--- src/rtl/pixel_diffuser_pkg.sv ---
`default_nettype none
// ============================================================================
// Module   : pixel_diffuser_pkg
// Purpose  : Shared FSM state encoding, key byte geometry and cipher helper
//            for the pixel diffuser.
// Revision : 1.0  initial release
// ============================================================================
package pixel_diffuser_pkg;

  localparam int c_KEY_W         = 8;
  localparam int c_KEYS_PER_WORD = 2;
  localparam int c_KEY_IDX_W     = (c_KEYS_PER_WORD > 1) ? $clog2(c_KEYS_PER_WORD) : 1;

  typedef enum logic [1:0] {
    ST_IDLE  = 2'd0,
    ST_RUN   = 2'd1,
    ST_DRAIN = 2'd2,
    ST_DONE  = 2'd3
  } state_t;

  // Encrypt: (p + k) ^ prev.  Decrypt: (c ^ prev) - k.  All mod 256.
  function automatic logic [c_KEY_W-1:0] cipher_byte(
    input logic               dec,
    input logic [c_KEY_W-1:0] din,
    input logic [c_KEY_W-1:0] key,
    input logic [c_KEY_W-1:0] prev
  );
    if (dec) begin
      return (din ^ prev) - key;
    end
    return (din + key) ^ prev;
  endfunction

endpackage
`default_nettype wire

--- src/rtl/pixel_diffuser_if.sv ---
`default_nettype none
// ============================================================================
// Module   : pixel_diffuser_if
// Purpose  : Keystream, pixel-in and result-out valid/ready streams.
// Revision : 1.0  initial release
// ============================================================================
interface pixel_diffuser_if #(
  parameter int KS_W = 23
);

  logic [KS_W-1:0] ks_data;
  logic            ks_valid;
  logic            ks_ready;
  logic [7:0]      pix_data;
  logic            pix_valid;
  logic            pix_ready;
  logic [7:0]      out_data;
  logic            out_valid;
  logic            out_ready;

  modport master (
    output ks_data, ks_valid, pix_data, pix_valid, out_ready,
    input  ks_ready, pix_ready, out_data, out_valid
  );

  modport slave (
    input  ks_data, ks_valid, pix_data, pix_valid, out_ready,
    output ks_ready, pix_ready, out_data, out_valid
  );

endinterface
`default_nettype wire

--- src/rtl/pixel_diffuser_ks_byte_buffer.sv ---
`default_nettype none
// ============================================================================
// Module   : ks_byte_buffer
// Purpose  : One-word keystream buffer handing out key bytes low byte first;
//            refills in the same cycle its last byte is taken.
// Revision : 1.0  initial release
// ============================================================================
module ks_byte_buffer
  import pixel_diffuser_pkg::*;
#(
  parameter int KS_W = 23
) (
  input  logic               clk,
  input  logic               rst,
  input  logic [KS_W-1:0]    ks_data,
  input  logic               ks_valid,
  output logic               ks_ready,
  output logic [c_KEY_W-1:0] key_byte,
  output logic               key_valid,
  input  logic               key_take
);

  localparam int                     c_WORD_W   = c_KEY_W * c_KEYS_PER_WORD;
  localparam logic [c_KEY_IDX_W-1:0] c_LAST_IDX = c_KEY_IDX_W'(c_KEYS_PER_WORD - 1);

  logic [c_WORD_W-1:0]    r_word;
  logic                   r_full;
  logic [c_KEY_IDX_W-1:0] r_idx;
  logic                   w_take;
  logic                   w_last_take;
  logic                   w_load;

  assign w_take      = key_take && r_full;
  assign w_last_take = w_take && (r_idx == c_LAST_IDX);
  assign ks_ready    = !rst && (!r_full || w_last_take);
  assign w_load      = ks_valid && ks_ready;
  assign key_byte    = r_word[r_idx*c_KEY_W +: c_KEY_W];
  assign key_valid   = r_full;

  // Keystream bits above the used key bytes are dropped.
  generate
    if (KS_W > c_WORD_W) begin : g_ks_upper
      logic w_unused_ks_upper;
      assign w_unused_ks_upper = ^ks_data[KS_W-1:c_WORD_W];
    end
  endgenerate

  always_ff @(posedge clk or posedge rst) begin
    if (rst) begin
      r_word <= '0;
      r_full <= 1'b0;
      r_idx  <= '0;
    end else if (w_load) begin
      r_word <= ks_data[c_WORD_W-1:0];
      r_full <= 1'b1;
      r_idx  <= '0;
    end else if (w_take) begin
      if (w_last_take) begin
        r_full <= 1'b0;
        r_idx  <= '0;
      end else begin
        r_idx  <= r_idx + c_KEY_IDX_W'(1);
      end
    end
  end

endmodule
`default_nettype wire

--- src/rtl/pixel_diffuser.sv ---
`default_nettype none
// ============================================================================
// Module   : pixel_diffuser
// Purpose  : Per-frame pixel cipher: keystream byte add plus optional CBC-like
//            chaining, enabled by defining DIFFUSER_FEEDBACK_EN.
// Revision : 1.0  initial release
// ============================================================================
module pixel_diffuser
  import pixel_diffuser_pkg::*;
#(
  parameter int PIX_CNT_W = 20,
  parameter int KS_W      = 23
) (
  input  logic                 clk,
  input  logic                 rst,
  input  logic                 start,
  input  logic                 decrypt,
  input  logic [PIX_CNT_W-1:0] num_pixels,
  input  logic [7:0]           iv,
  pixel_diffuser_if.slave      bus,
  output logic                 busy,
  output logic                 done
);

  state_t                 r_state;
  state_t                 w_next;
  logic                   r_decrypt;
  logic [PIX_CNT_W-1:0]   r_num;
  logic [PIX_CNT_W-1:0]   r_count;
  logic [7:0]             r_out_data;
  logic                   r_out_valid;
  logic                   r_done;
  logic [c_KEY_W-1:0]     w_key;
  logic                   w_key_valid;
  logic                   w_pix_ready;
  logic                   w_pix_fire;
  logic                   w_out_fire;
  logic                   w_last;
  logic                   w_start_ok;
  logic [7:0]             w_prev;
  logic [7:0]             w_result;

  ks_byte_buffer #(
    .KS_W (KS_W)
  ) u_ks_buf (
    .clk       (clk),
    .rst       (rst),
    .ks_data   (bus.ks_data),
    .ks_valid  (bus.ks_valid),
    .ks_ready  (bus.ks_ready),
    .key_byte  (w_key),
    .key_valid (w_key_valid),
    .key_take  (w_pix_fire)
  );

  assign w_start_ok  = (r_state == ST_IDLE) && start;
  assign w_pix_ready = (r_state == ST_RUN) && w_key_valid && (!r_out_valid || bus.out_ready);
  assign w_pix_fire  = bus.pix_valid && w_pix_ready;
  assign w_out_fire  = r_out_valid && bus.out_ready;
  assign w_last      = (r_count == r_num - PIX_CNT_W'(1));
  assign w_result    = cipher_byte(r_decrypt, bus.pix_data, w_key, w_prev);

  assign bus.pix_ready = w_pix_ready;
  assign bus.out_data  = r_out_data;
  assign bus.out_valid = r_out_valid;
  assign done          = r_done;

  always_ff @(posedge clk or posedge rst) begin
    if (rst) begin
      r_state <= ST_IDLE;
    end else begin
      r_state <= w_next;
    end
  end

  always_comb begin
    w_next = r_state;
    busy   = 1'b0;
    case (r_state)
      ST_IDLE: begin
        if (start) begin
          w_next = (num_pixels != '0) ? ST_RUN : ST_DONE;
        end
      end
      ST_RUN: begin
        busy = 1'b1;
        if (w_pix_fire && w_last) begin
          w_next = ST_DRAIN;
        end
      end
      ST_DRAIN: begin
        busy = 1'b1;
        if (!r_out_valid || bus.out_ready) begin
          w_next = ST_DONE;
        end
      end
      ST_DONE: begin
        w_next = ST_IDLE;
      end
      default: begin
        w_next = ST_IDLE;
      end
    endcase
  end

  always_ff @(posedge clk or posedge rst) begin
    if (rst) begin
      r_decrypt   <= 1'b0;
      r_num       <= '0;
      r_count     <= '0;
      r_out_data  <= '0;
      r_out_valid <= 1'b0;
      r_done      <= 1'b0;
    end else begin
      if (w_start_ok) begin
        r_decrypt <= decrypt;
        r_num     <= num_pixels;
        r_count   <= '0;
      end
      if (w_pix_fire) begin
        r_count     <= r_count + PIX_CNT_W'(1);
        r_out_data  <= w_result;
        r_out_valid <= 1'b1;
      end else if (w_out_fire) begin
        r_out_valid <= 1'b0;
      end
      r_done <= (r_state == ST_DONE);
    end
  end

`ifdef DIFFUSER_FEEDBACK_EN
  logic [7:0] r_prev;

  // Decrypt chains on the incoming ciphertext so both directions share prev.
  always_ff @(posedge clk or posedge rst) begin
    if (rst) begin
      r_prev <= '0;
    end else if (w_start_ok) begin
      r_prev <= iv;
    end else if (w_pix_fire) begin
      r_prev <= r_decrypt ? bus.pix_data : w_result;
    end
  end

  assign w_prev = r_prev;
`else
  logic w_unused_iv;

  assign w_prev      = '0;
  assign w_unused_iv = ^iv;
`endif

endmodule
`default_nettype wire

--- src/flat_wrapper.sv ---
// flat-port wrapper written by rule: the top's interface ports become plain ports
module pixel_diffuser_flat import pixel_diffuser_pkg::*;
#(
  parameter int PIX_CNT_W = 20,
  parameter int KS_W      = 23
)
  (clk, rst, start, decrypt, num_pixels, iv, busy, done, bus_ks_data, bus_ks_valid, bus_pix_data, bus_pix_valid, bus_out_ready, bus_ks_ready, bus_pix_ready, bus_out_data, bus_out_valid);
  pixel_diffuser_if #(.KS_W(KS_W)) bus_i ();
  input  logic clk;
  input  logic rst;
  input  logic start;
  input  logic decrypt;
  input  logic [PIX_CNT_W-1:0] num_pixels;
  input  logic [7:0] iv;
  output logic busy;
  output logic done;
  input wire logic [$bits(bus_i.ks_data)-1:0] bus_ks_data;
  input wire logic [$bits(bus_i.ks_valid)-1:0] bus_ks_valid;
  input wire logic [$bits(bus_i.pix_data)-1:0] bus_pix_data;
  input wire logic [$bits(bus_i.pix_valid)-1:0] bus_pix_valid;
  input wire logic [$bits(bus_i.out_ready)-1:0] bus_out_ready;
  output wire logic [$bits(bus_i.ks_ready)-1:0] bus_ks_ready;
  output wire logic [$bits(bus_i.pix_ready)-1:0] bus_pix_ready;
  output wire logic [$bits(bus_i.out_data)-1:0] bus_out_data;
  output wire logic [$bits(bus_i.out_valid)-1:0] bus_out_valid;
  assign bus_i.ks_data = bus_ks_data;
  assign bus_i.ks_valid = bus_ks_valid;
  assign bus_i.pix_data = bus_pix_data;
  assign bus_i.pix_valid = bus_pix_valid;
  assign bus_i.out_ready = bus_out_ready;
  assign bus_ks_ready = bus_i.ks_ready;
  assign bus_pix_ready = bus_i.pix_ready;
  assign bus_out_data = bus_i.out_data;
  assign bus_out_valid = bus_i.out_valid;
  pixel_diffuser #(.PIX_CNT_W(PIX_CNT_W), .KS_W(KS_W)) u_core (.clk(clk), .rst(rst), .start(start), .decrypt(decrypt), .num_pixels(num_pixels), .iv(iv), .bus(bus_i), .busy(busy), .done(done));
endmodule
--- config.mk ---
export PLATFORM = sky130hd
export DESIGN_NAME = pixel_diffuser_flat
export DESIGN_NICKNAME = d
export VERILOG_FILES = /design/src/rtl/pixel_diffuser_pkg.sv /design/src/rtl/pixel_diffuser_if.sv /design/src/rtl/pixel_diffuser_ks_byte_buffer.sv /design/src/rtl/pixel_diffuser.sv /design/src/flat_wrapper.sv
export SDC_FILE = /design/constraint.sdc
export NUM_CORES = 1
export LEC_CHECK = 0
export ABC_AREA = 1
export ABC_CLOCK_PERIOD_IN_PS = 6100
export CAP_MARGIN = 20
export CORE_MARGIN = 3
export CORE_UTILIZATION = 30
export CTS_CLUSTER_SIZE = 14
export DETAILED_ROUTE_END_ITERATION = 7
export GPL_ROUTABILITY_DRIVEN = 1
export PLACE_DENSITY = 0.5
export SLEW_MARGIN = 20
export SYNTH_ARGS = -nofsm -noshare
export SYNTH_HDL_FRONTEND = slang
export SYNTH_SLANG_ARGS = --single-unit
--- constraint.sdc ---
create_clock -name clk -period 6.1 [get_ports clk]
set_input_delay 0.915 -clock clk [delete_from_list [all_inputs] [get_ports clk]]
set_output_delay 0.915 -clock clk [all_outputs]
set_load 0.005 [all_outputs]
==> metrics.yaml <==
drt:
  drc: 0
  top_layer: "met4"
  routed_wl_um: 11100
  drtIter0Drc: 269
  dr_wl_met3_um: 493
  ant_nets: 0
  met2_wirelength_um: 5100
  wire_per_inst_um: 12.8
  firstDrtPassIters: 4
  vias: 3924
  wl_met1_um: 5440
  via_per_inst: 4.51
finish:
  final_layout_size_suffix_gt1_frac: 0.0816
  utilization: 0.387
  syn_to_final_growth_pct: 25.5
  multi_input_area_um2: 2380
  antenna_cells: 0
  regArea_um2: 1780
  nets: 763
  nFillCells: 1538
worst_setup_path:
  cp-startpoint: "bus_out_ready"
  worst_ep_required_time_ns: 5.18
  critPathArrivalTime_ns: 2.73
  rr_startpoint: "u_core.u_ks_buf.r_idx"
  r2r_slack_ns: 3.24
  startpoint_type: "input pin"
  setup.worst_path.end_class: "output port"
  crit_fanout: 24
  criticalPathCategory: "in2out"
  r2r_end: "u_core.bus.out_data[5]"
  r2r_cells: 11
synth:
  synth_ff_type: "dfrtp_1"
  synth-seq-cells: 71
  yosysWarnings: 0
  netlist_instances: 616
  netlist_area_um2: 4510
  synth-edff-count: 0
  async_reset_ff_frac: 1.00
  synth_cell_types: 44
  avgSynthCellArea_um2: 7.32
  ys_seq_area_frac: 0.394
  synth_fp_nets: 698
sta:
  setup_violations: 0
  slew_headroom: 0.532
  finalCritPeriodShare: 0.597
  finalHoldViolCount: 0
  worst_pin_slew_ns: 0.702
  slew_violations: 0
  rsz0062_at_grt: "no"
  max_freq_mhz: 275
  finalSetupTns_ns: 0
  min_period_ns: 3.64
  clock_skew_ns: 0.00597
  worst_slack_ns: 2.46
placement:
  io_buffers: 63
  gp_congestion: 0.828
  dp.final_hpwl_um: 8520
  dp_slack_ns: 2.45
run_status:
  status: "completed"
run:
  drv_cap: 0
hold_path:
  min_from: "u_core.u_ks_buf.r_word[14]"
  hold_path_end: "u_core.u_ks_buf.r_word[14]"
  hold_depth: 2
  hold_path.class: "reg2reg"
clock_tree:
  cts_made_buffers: 9
  htree_num_levels: 3
  clockRootBuffer: "clkbuf_16"
  insertion_delay_ns: 0.34
  cts_hold_buffers: 0
  cts_buffer_depth: 2
  cts-resized-gates: 0
  cts_sinks: 71
  post_cts_buffers: 0
  path_clk_slew_ns: 0.06
  cts_tree: "built"
floorplan:
  die_area_um2: 16500
  rows: 44
  die_h_um: 129
  core_area_um2: 14600
  die_w_um: 129
  start_util: 0.308
  io_pins: 79
pwr:
  ir_drop_uv: 146
  p_leak_nw: 2.76
  powerDensity_nw_per_um2: 488
global_route:
  grt-ovfl-total: 0
  grt_use_total: 0.142
  first_global_vias: 3913
  antenna_found_initial: 0
  grt_pass1_wl_um: 18800
  grt_max_degree: 50
-- power by group --
group | switching [mW] | total (mW) | internal (mW)
clock | 0.209 | 0.580 | 0.371
sequential | 0.156 | 0.797 | 0.641
combinational | 0.801 | 1.38 | 0.584
-- logic make-up after synthesis --
family,after synthesis,synth area share
and+or+nand+nor,333,0.326
DFF,71,0.394
muxes,4,0.00887
xor gates and xnor gates,30,0.0582
buffers and inverters,90,0.0790
adders and majority gates,16,0.0460
AOI/OAI and AO/OA,72,0.0882
-- how the worst max path moves through the flow --
stage                                         to  slack [ns]  cells past startpoint
after detailed placement            bus_ks_ready        2.45                     10
after CTS                           bus_ks_ready        2.43                     10
after global placement              bus_ks_ready        2.46                     10
after floorplan           u_core.bus.out_data[0]        3.39                      1
final                               bus_ks_ready        2.46                     10
after global routing                bus_ks_ready        2.31                     10
-- synthesized netlist by cell type (all sizes together), types with 2 or more instances --
cell type | instances | share of area
nand2 | 221 | 0.19
inv | 76 | 0.063
dfrtp | 71 | 0.39
nor2 | 58 | 0.059
o21ai | 45 | 0.050
nand3 | 27 | 0.034
xor2 | 19 | 0.037
ha | 15 | 0.042
a21oi | 13 | 0.015
xnor2 | 11 | 0.021
nand4 | 9 | 0.014
buf | 6 | 0.0086
clkbuf | 6 | 0.0050
nand3b | 5 | 0.0083
nor3 | 5 | 0.011
nor4 | 5 | 0.0069
a31oi | 4 | 0.0055
mux2i | 4 | 0.0089
a22oi | 2 | 0.0033
clkinv | 2 | 0.0022
or2 | 2 | 0.0028
-- final cells by class --
cell class / count / share of cell area
multi-input cells: 455 / 0.420
flip-flops and latches: 71 / 0.314
repair buffers: 66 / 0.115
inverters: 78 / 0.0521
clock buffers: 10 / 0.0422
well taps: 184 / 0.0406
clock inverters: 6 / 0.0161
-- cell usage in the layout, fill, tap and decap left out, types with 2 or more instances in the layout --
| cell | Yosys | routed |
|---|---|---|
| dfrtp_1 | 71 | 71 |
| ha_1 | 15 | 15 |
| nor2_2 | 8 | 8 |
| nand2_2 | 5 | 5 |
| clkinv_2 | 2 | 3 |
| inv_1 | 69 | 68 |
| inv_2 | 7 | 8 |
| o21ai_1 | 2 | 2 |
| nor2_4 | 4 | 4 |
| buf_4 | 1 | 3 |
| bufinv_16 | 0 | 2 |
| nand3_2 | 4 | 4 |
| nor3_1 | 3 | 3 |
| nand3_1 | 23 | 23 |
| mux2i_1 | 4 | 4 |
| nor3_4 | 2 | 2 |
| nand4_1 | 8 | 8 |
| a31oi_1 | 4 | 4 |
| xor2_1 | 19 | 19 |
| o21ai_0 | 43 | 43 |
| clkdlybuf4s50_1 | 0 | 63 |
| nor2_1 | 46 | 46 |
| a22oi_1 | 2 | 2 |
| clkbuf_16 | 0 | 9 |
| a21oi_1 | 12 | 12 |
| clkinv_4 | 0 | 2 |
| nor4_1 | 5 | 5 |
| xnor2_1 | 11 | 11 |
| nand3b_1 | 5 | 5 |
| nand2_1 | 215 | 215 |
-- layer usage --
metal	GRT usage	up-vias
met2	0.227	64
met5	0	-
li1	-	2079
met1	0.191	1774
met4	0.0346	0
met3	0.0411	7
-- state kept, by name, summed over array words and instances (netlist names), 2 cells and up --
signal                  count
u_core.bus.out_data         8
u_core.u_ks_buf.r_word     16
u_core.r_count             20
u_core.r_state              2
u_core.r_num               20
-- critical path, stage by stage --
cell and delay (ns):
clkdlybuf4s50_1 0.46, inv_1 0.04, nand2_1 0.11, nand2_2 0.08, clkinv_2 0.06, nand2_4 0.17
nor2_2 0.15, inv_2 0.06, a21oi_2 0.16, clkdlybuf4s50_1 0.52
-- through the flow --
stage,std cells,power (mW),area (µm²),hold slack (ns)
detailed placement,854,2.21,5330,0.464
global placement,854,2.19,5330,0.457
global route,870,3.07,5660,0.495
finish,870,2.76,5660,0.478
floorplan,616,1.83,4510,0.441
CTS,870,2.81,5660,0.481
Note: power is estimated with default switching activity, not from simulation.
